===== src/rtl/lift_travel_timer.sv =====
// Floor-by-floor travel timer for the lift controller: tracks the live floor,
// pulses on every floor crossing and on arrival, and rejects illegal requests.
module lift_travel_timer #(
  parameter int STATE_W       = 32,
  parameter int FLOOR_W       = 5,
  parameter int NUM_FLOORS    = 16,
  parameter int CYC_PER_FLOOR = 4,
  parameter int CNT_W         = 16,
  parameter int ST_MOVE_UP    = 4,
  parameter int ST_MOVE_DOWN  = 5
) (
  input  logic               clk,
  input  logic               rst_n,
  input  logic [STATE_W-1:0] current_state,
  input  logic [FLOOR_W-1:0] pfloor,
  input  logic [FLOOR_W-1:0] nfloor,
  input  logic               abort,
  output logic               busy,
  output logic [FLOOR_W-1:0] live_floor,
  output logic               floor_tick,
  output logic               reached,
  output logic               req_err
);

  typedef enum logic [1:0] {IDLE, RUN, DONE} state_t;

  localparam logic [STATE_W-1:0] ST_UP     = STATE_W'(ST_MOVE_UP);
  localparam logic [STATE_W-1:0] ST_DN     = STATE_W'(ST_MOVE_DOWN);
  localparam logic [FLOOR_W:0]   NF_LIMIT  = (FLOOR_W+1)'(NUM_FLOORS);
  localparam logic [CNT_W-1:0]   CNT_LAST  = CNT_W'(CYC_PER_FLOOR - 1);

  state_t             state;
  logic [CNT_W-1:0]   cnt;
  logic [FLOOR_W-1:0] target;
  logic               dir_up;

  logic               move_up;
  logic               move_dn;
  logic               move;
  logic               bad_req;
  logic [FLOOR_W-1:0] next_floor;

  assign move_up = (current_state == ST_UP);
  assign move_dn = (current_state == ST_DN);
  assign move    = move_up || move_dn;

  // Out-of-range floors or a direction that contradicts the requested target.
  assign bad_req = ({1'b0, pfloor} >= NF_LIMIT) || ({1'b0, nfloor} >= NF_LIMIT) ||
                   (move_up && (nfloor < pfloor)) || (move_dn && (nfloor > pfloor));

  assign next_floor = dir_up ? (live_floor + 1'b1) : (live_floor - 1'b1);

  always_ff @(posedge clk or negedge rst_n) begin
    if (!rst_n) begin
      state      <= IDLE;
      cnt        <= '0;
      target     <= '0;
      dir_up     <= 1'b0;
      busy       <= 1'b0;
      live_floor <= '0;
      floor_tick <= 1'b0;
      reached    <= 1'b0;
      req_err    <= 1'b0;
    end else begin
      floor_tick <= 1'b0;
      reached    <= 1'b0;
      req_err    <= 1'b0;
      case (state)
        IDLE: begin
          if (move) begin
            if (bad_req) begin
              req_err <= 1'b1;
            end else if (nfloor == pfloor) begin
              reached    <= 1'b1;
              live_floor <= pfloor;
              state      <= DONE;
            end else begin
              target     <= nfloor;
              dir_up     <= move_up;
              live_floor <= pfloor;
              cnt        <= '0;
              busy       <= 1'b1;
              state      <= RUN;
            end
          end
        end
        RUN: begin
          // Abort wins over a floor crossing that lands on the same edge.
          if (abort || !move) begin
            busy  <= 1'b0;
            state <= IDLE;
          end else if (cnt == CNT_LAST) begin
            cnt        <= '0;
            live_floor <= next_floor;
            floor_tick <= 1'b1;
            if (next_floor == target) begin
              reached <= 1'b1;
              busy    <= 1'b0;
              state   <= DONE;
            end
          end else begin
            cnt <= cnt + 1'b1;
          end
        end
        DONE: begin
          if (!move) state <= IDLE;
        end
        default: state <= IDLE;
      endcase
    end
  end

endmodule


===== config.mk =====
export PLATFORM = sky130hd
export DESIGN_NAME = lift_travel_timer
export DESIGN_NICKNAME = d
export VERILOG_FILES = /design/src/rtl/lift_travel_timer.sv
export SDC_FILE = /design/constraint.sdc
export NUM_CORES = 1
export LEC_CHECK = 0
export CAP_MARGIN = 30
export CORE_MARGIN = 3
export CORE_UTILIZATION = 40
export CTS_CLUSTER_SIZE = 20
export DETAILED_ROUTE_END_ITERATION = 6
export PLACE_DENSITY_LB_ADDON = 0.2
export SYNTH_ARGS = -nofsm -noshare
export SYNTH_HDL_FRONTEND = slang
export SYNTH_SLANG_ARGS = --single-unit

===== constraint.sdc =====
create_clock -name clk -period 4.1 [get_ports clk]
set_input_delay 0.82 -clock clk [delete_from_list [all_inputs] [get_ports clk]]
set_output_delay 0.82 -clock clk [all_outputs]
set_load 0.01 [all_outputs]

==> summary.md, run 1 <==
| Metric | Value |
|---|---|
| Synth Instances | 253 |
| Total Power | 0.643 mW |
| Clock Latency Late Sink | 280 ps |
| Final Skew | 3.52 ps |
| RR Endpoint | reached |
| Post-route cell area | 2900 um2 |
| Fillers | 501 |
| Root Buffer | clkbuf_8 |
| Slew Limit Headroom | 38.8% |
| Vias in the first global route | 2107 |
| Final period utilization | 82.6% |
| Total Neg Setup Slack | 0 ps |
| Synth Area in XOR/XNOR | 3.76% |
| Placed Area | 2820 um2 |
| Top_reg_cell synth | dfrtp_1 |
| Clock network fraction of design power | 36.8% |
| Setup Crit Path Kind | primary input to register |
| CTS tree | yes |
| DIE HEIGHT | 80.7 um |
| Routed Antenna Nets | 0 |
| VDD IR max | 0.168 mV |
| Num ports | 54 |
| Worst-path clk slew | 70 ps |
| Inserted Clock Buffers | 5 |
| Post-synth EDFFs | 0 |
| Post-Route WL | 5820 um |
| Worst path arrival time | 3560 ps |
| Post-CTS setup buffer count | 0 |
| Num Clock Sinks | 33 |
| Syn Nets | 309 |
| Most instantiated cells after synthesis | dfrtp_1, o21ai_0, a21oi_1 |
| Crit path max fanout | 29 |
| First-pass detailed-route iteration total | 4 |
| Share of layout cells above drive strength 1 | 5.54% |
| Gr usage total | 19.4% |
| Synthesized cell area | 2230 um2 |
| Fmax | 295 MHz |
| Port bufs | 53 |
| Hold endpoint | target[0] |
| DRC viols | 0 |
| Final Hold Fails | 0 |
| Status | complete, no violations |
| Via density | 5.61 |
| CTS Buffer Depth | 2 |
| Hpwl dp | 4470 um |
| Min-Delay Path Depth | 2 |
| Count leader, synth | dfrtp_1 |
| DR WL/cell | 15.4 um |
| Comb pwr share | 12.6% |
| Mapped Avg Cell Area | 8.82 um2 |
| Initial antenna violation count | 0 |
| Cell Pwr Density | 221 nW/um2 |
| R2R Setup Slk | 1520 ps |
| RR Startpoint | live_floor[0] |
| H-Tree Depth | 2 |
| Max-cap violations | 0 |
| Synth Register Bits | 33 |
| Crit. End Element | register |
| Global route overflow | 0 |
| Area growth syn-to-layout | 30.2% |
| Yosys warns | 0 |
| Largest net degree at the start of global routing | 34 |
| Leakage | 1.14 nW |
| Synth Area in Compound Gates | 17.9% |
| Starting Density | 42.6% |
| Psw | 0.152 mW |
| Largest family of logic cells by synthesized area | simple AND/OR/NAND/NOR gates |
| Async SR Flop Fraction | 100% |
| Register-to-Register Path Depth | 7 |
| Yosys top cell by area | dfrtp_1 |
| # rows | 26 |
| Final nets | 362 |
| Minimum clock period | 3390 ps |
| Post-synth top area share | 37.0% |
| DR iter-0 viols | 107 |
| Endpoints failing setup | 0 |
| Sequential Power Share | 50.6% |
| Core Area | 5240 um2 |
| Fin. max-slew vios | 0 |
| Hold_sp | target[0] |
| Vias | 2116 |
| Switching portion of total power | 23.6% |
| RSZ-0062 raised after global routing | no |
| HP Class | register to register |
| Seq/Total Area, Yosys | 37.0% |
| # resized after CTS | 0 |
| Hold-fix buffers, CTS | 0 |
| Least-Margin Pin Slew | 919 ps |
| Worst EP required | 4270 ps |
| Largest cells by area after synthesis | dfrtp_1, ha_1, o31ai_1 |
| Post-synthesis mux area share | 3.20% |
| Full die area | 6510 um2 |
| # diodes | 0 |
| Simple-gate portion of the synthesized area | 27.5% |
| Post-synth cell types | 44 |
| Critical path launch point type | primary input |
| First-pass GRT wire length | 9900 um |
| Adder-cell share of the synthesized area | 6.51% |
| Internal power | 0.491 mW |
| Final Wtd Congestion | 0.833 |
| Die W | 80.7 um |
## stage by stage
| step | cells | utilization (%) | hold slack, ps | setup slack (ps) |
|---|---|---|---|---|
| after floorplan | 253 | - | 467 | 1250 |
| after global placement | 369 | 53.9 | 494 | 546 |
| after detailed placement | 369 | 53.9 | 511 | 493 |
| after CTS | 377 | 55.4 | 526 | 734 |
| after global routing | 377 | 55.4 | 553 | 540 |
| final | 377 | 55.4 | 519 | 714 |
## critical path, cell delays in order
cell and delay (ps):
clkdlybuf4s50_1 480, inv_1 60, ha_1 310, nand4b_1 220, o21ai_1 190, nor2_1 100
o31a_1 610, or3_1 490, o41ai_1 280
## layer usage
| layer | GRT usage [%] | vias up | wire length (um) |
|---|---|---|---|
| met5 | 0 | - | 0 |
| met4 | 6.08 | 0 | 72 |
| met3 | 3.25 | 8 | 196 |
| met2 | 33.4 | 50 | 2950 |
| met1 | 24.7 | 1006 | 2600 |
| li1 | - | 1052 | - |
## cell usage in the layout (no fill, tap or decap), types with 2 or more instances in the layout
cell type and count:
mux2i_1 3, or3_1 13, o31a_1 3, nor4_1 10, a31oi_1 2, nor2_1 15, o41ai_1 2, clkbuf_8 5
nand4_1 5, dfrtp_1 33, a21oi_1 18, or4_1 8, nand2_1 17, nor3_1 5, mux2_4 2, o31ai_1 14
nand3_1 10, nor2b_1 3, or2_2 3, o21ai_0 20, xnor2_1 3, nor4b_1 3, and3_1 3, inv_1 13
xor2_1 4, buf_4 2, clkinv_2 2, clkdlybuf4s50_1 53, ha_1 10, nand2b_1 7
## logic make-up (layout without fill, tap and decap cells)
logic type      after synthesis  after routing
xor+xnor                      8              8
compound gates               65             65
buf+inv                      22             76
simple gates                108            108
mux                           6              6
fa+ha+maj                    11             11
flops                        33             33
## power by group through the flow
stage / combinational, mW / sequential (mW) / clock [mW]
CTS: 0.0813 / 0.325 / 0.243
floorplan: 0.0245 / 0.332 / 0
finish: 0.0809 / 0.325 / 0.236
detailed placement: 0.0810 / 0.332 / 0
global placement: 0.0798 / 0.332 / 0
global route: 0.0890 / 0.325 / 0.257
## sequential cells by signal, summed over array words and instances, names as in the netlist
name / count
dir_up: 1
busy: 1
target: 5
live_floor: 5
floor_tick: 1
cnt: 16
reached: 1
state: 2
req_err: 1
## worst max-delay path by stage
stage               startpoint         to  slack (ps)  cells after the start
floorplan            pfloor[4]  target[2]        1250                      8
global placement     pfloor[3]     cnt[8]         550                      9
detailed placement   pfloor[3]     cnt[8]         490                      9
CTS                  pfloor[3]     cnt[8]         730                      9
global route         pfloor[3]     cnt[8]         540                      9
finish               pfloor[4]     cnt[8]         710                      9
## layout make-up
cell class	count	area, um2	area share, %
multi-input cells	198	1310	45.2
clock buffers	6	72.6	2.50
repair buffers	55	546	18.8
clock inverters	2	10.0	0.345
well taps	70	87.6	3.02
inverters	13	48.8	1.68
flip-flops and latches	33	826	28.4
(Power assumes the default switching activity.)
==> inputs of run 2 (changes only) <==
==> constraint.sdc (replaced) <==
create_clock -name clk -period 3.1 [get_ports clk]
set_input_delay 0.62 -clock clk [delete_from_list [all_inputs] [get_ports clk]]
set_output_delay 0.62 -clock clk [all_outputs]
set_load 0.01 [all_outputs]
==> summary.md, run 2 (synthesized netlist as in run 1, its figures left out) <==
| Metric | Value |
|---|---|
| Status | complete, no violations |
| Sequential Area | 826 um2 |
| Minimum clock period | 2920 ps |
| Setup Crit Path Kind | primary input to register |
| Port bufs | 53 |
| DRC viols | 0 |
| Core Area | 5240 um2 |
| Most common cell after layout, fill and taps aside | clkdlybuf4s50_1 |
| Global route overflow | 0 |
| Inserted Clock Buffers | 5 |
| # diodes | 0 |
| Comb pwr share | 14.2% |
| # rows | 26 |
| Hpwl dp | 4580 um |
| CTS tree | yes |
| Placed instance count | 385 |
| Final Skew | 2.97 ps |
| Worst path arrival time | 3140 ps |
| Final Hold Fails | 0 |
| Worst EP required | 3310 ps |
| Regs by FF count | cnt x16, live_floor x5, target x5 |
| Most frequent cells in the layout | clkdlybuf4s50_1, dfrtp_1, o21ai_0 |
| Sequential Power Share | 49.6% |
| Max-cap violations | 0 |
| Min-Delay Path Depth | 2 |
| Worst-path clk slew | 70 ps |
| Setup ws final | 176 ps |
| Finished Layout Cells | 393 |
| Full die area | 6510 um2 |
| Largest net degree at the start of global routing | 34 |
| Least-Margin Pin Slew | 442 ps |
| Routed Antenna Nets | 0 |
| DIE HEIGHT | 80.7 um |
| CTS Buffer Depth | 2 |
| Initial antenna violation count | 0 |
| Vias in the first global route | 2149 |
| Fillers | 469 |
| Switching portion of total power | 23.7% |
| Psw | 0.205 mW |
| DR WL/cell | 14.8 um |
| Vias | 2162 |
| Leakage | 1.23 nW |
| Num ports | 54 |
| Final nets | 378 |
| Total Neg Setup Slack | 0 ps |
| RSZ-0062 raised after global routing | no |
| Via density | 5.50 |
| Clock Latency Late Sink | 290 ps |
| First-pass GRT wire length | 10300 um |
| Post-Route WL | 5810 um |
| HP Class | register to register |
| Endpoints failing setup | 0 |
| Critical path launch point type | primary input |
| R2R Setup Slk | 460 ps |
| Share of layout cells above drive strength 1 | 10.5% |
| Crit. End Element | register |
| Max reg flops | 16 |
| VDD IR max | 0.244 mV |
| Area of the multi-input gates | 1320 um2 |
| Final period utilization | 94.3% |
| Root Buffer | clkbuf_8 |
| RR Startpoint | live_floor[0] |
| Starting Density | 42.6% |
| Area growth syn-to-layout | 36.7% |
| Post-CTS setup buffer count | 0 |
| Crit path max fanout | 15 |
| Total Power | 0.869 mW |
| Hold endpoint | target[4] |
| Slew Limit Headroom | 70.5% |
| Largest Register | cnt |
| Register-to-Register Path Depth | 7 |
| Internal power | 0.663 mW |
| Cell Pwr Density | 285 nW/um2 |
| Final Wtd Congestion | 0.866 |
| DR iter-0 viols | 158 |
| Worst slack at placement | -189 ps |
| RR Endpoint | reached |
| First-pass detailed-route iteration total | 4 |
| Gr usage total | 20.3% |
| Fmax | 342 MHz |
| Clock network fraction of design power | 36.2% |
| Fin. max-slew vios | 0 |
| H-Tree Depth | 2 |
| Num Clock Sinks | 33 |
| Hold_sp | target[4] |
| Final Util | 58.2% |
| Die W | 80.7 um |
==> run 2: layout make-up <==
type	count	area share, %
clock buffer	6	2.38
clock inverter	2	0.328
inverter	13	1.60
multi-input combinational	198	43.1
sequential	33	27.1
tap	70	2.87
timing repair buffer	71	22.6
==> run 2: power by group through the flow <==
stage	Clock (mW)	Combinational, mW	Sequential, mW
2_1_floorplan	0	0.0324	0.439
3_3_place_gp	0	0.122	0.439
3_5_place_dp	0	0.124	0.439
4_1_cts	0.326	0.124	0.430
5_1_grt	0.346	0.136	0.430
6_report	0.315	0.123	0.430
==> run 2: repair_timing <==
item / CTS / global route
hold buffers: 0 / 0
endpoints found under the setup margin: 0 / 9
gates resized for setup: 0 / 1
==> run 2: how the worst max path moves through the flow <==
stage | cells after the start | end | slack [ps] | start
final | 10 | cnt[3] | 180 | pfloor[3]
after global routing | 9 | cnt[8] | 20 | pfloor[3]
after CTS | 10 | cnt[3] | 90 | pfloor[3]
after detailed placement | 10 | cnt[3] | -190 | pfloor[3]
after global placement | 9 | cnt[5] | -130 | pfloor[3]
after floorplan | 8 | target[2] | 450 | pfloor[4]
==> run 2: layer usage <==
metal	up-vias	wire length, um	track usage (%)
li1	1092	-	-
met1	1006	2550	25.8
met2	54	2880	33.2
met3	10	274	4.93
met4	0	112	7.94
met5	-	0	0
==> run 2: through the flow <==
step / area, um2 / hold slack, ps
floorplan: 2230 / 324
global placement: 2970 / 500
detailed placement: 2970 / 490
CTS: 3050 / 505
global route: 3050 / 541
finish: 3050 / 505
==> run 2: critical path, cell delays in order <==
cell and delay, ps:
clkdlybuf4s50_1 480, inv_1 50, ha_1 320, a21oi_1 160, a21oi_1 120, o31a_1 300
o31a_2 410, buf_4 190, or3_1 330, a21oi_1 150
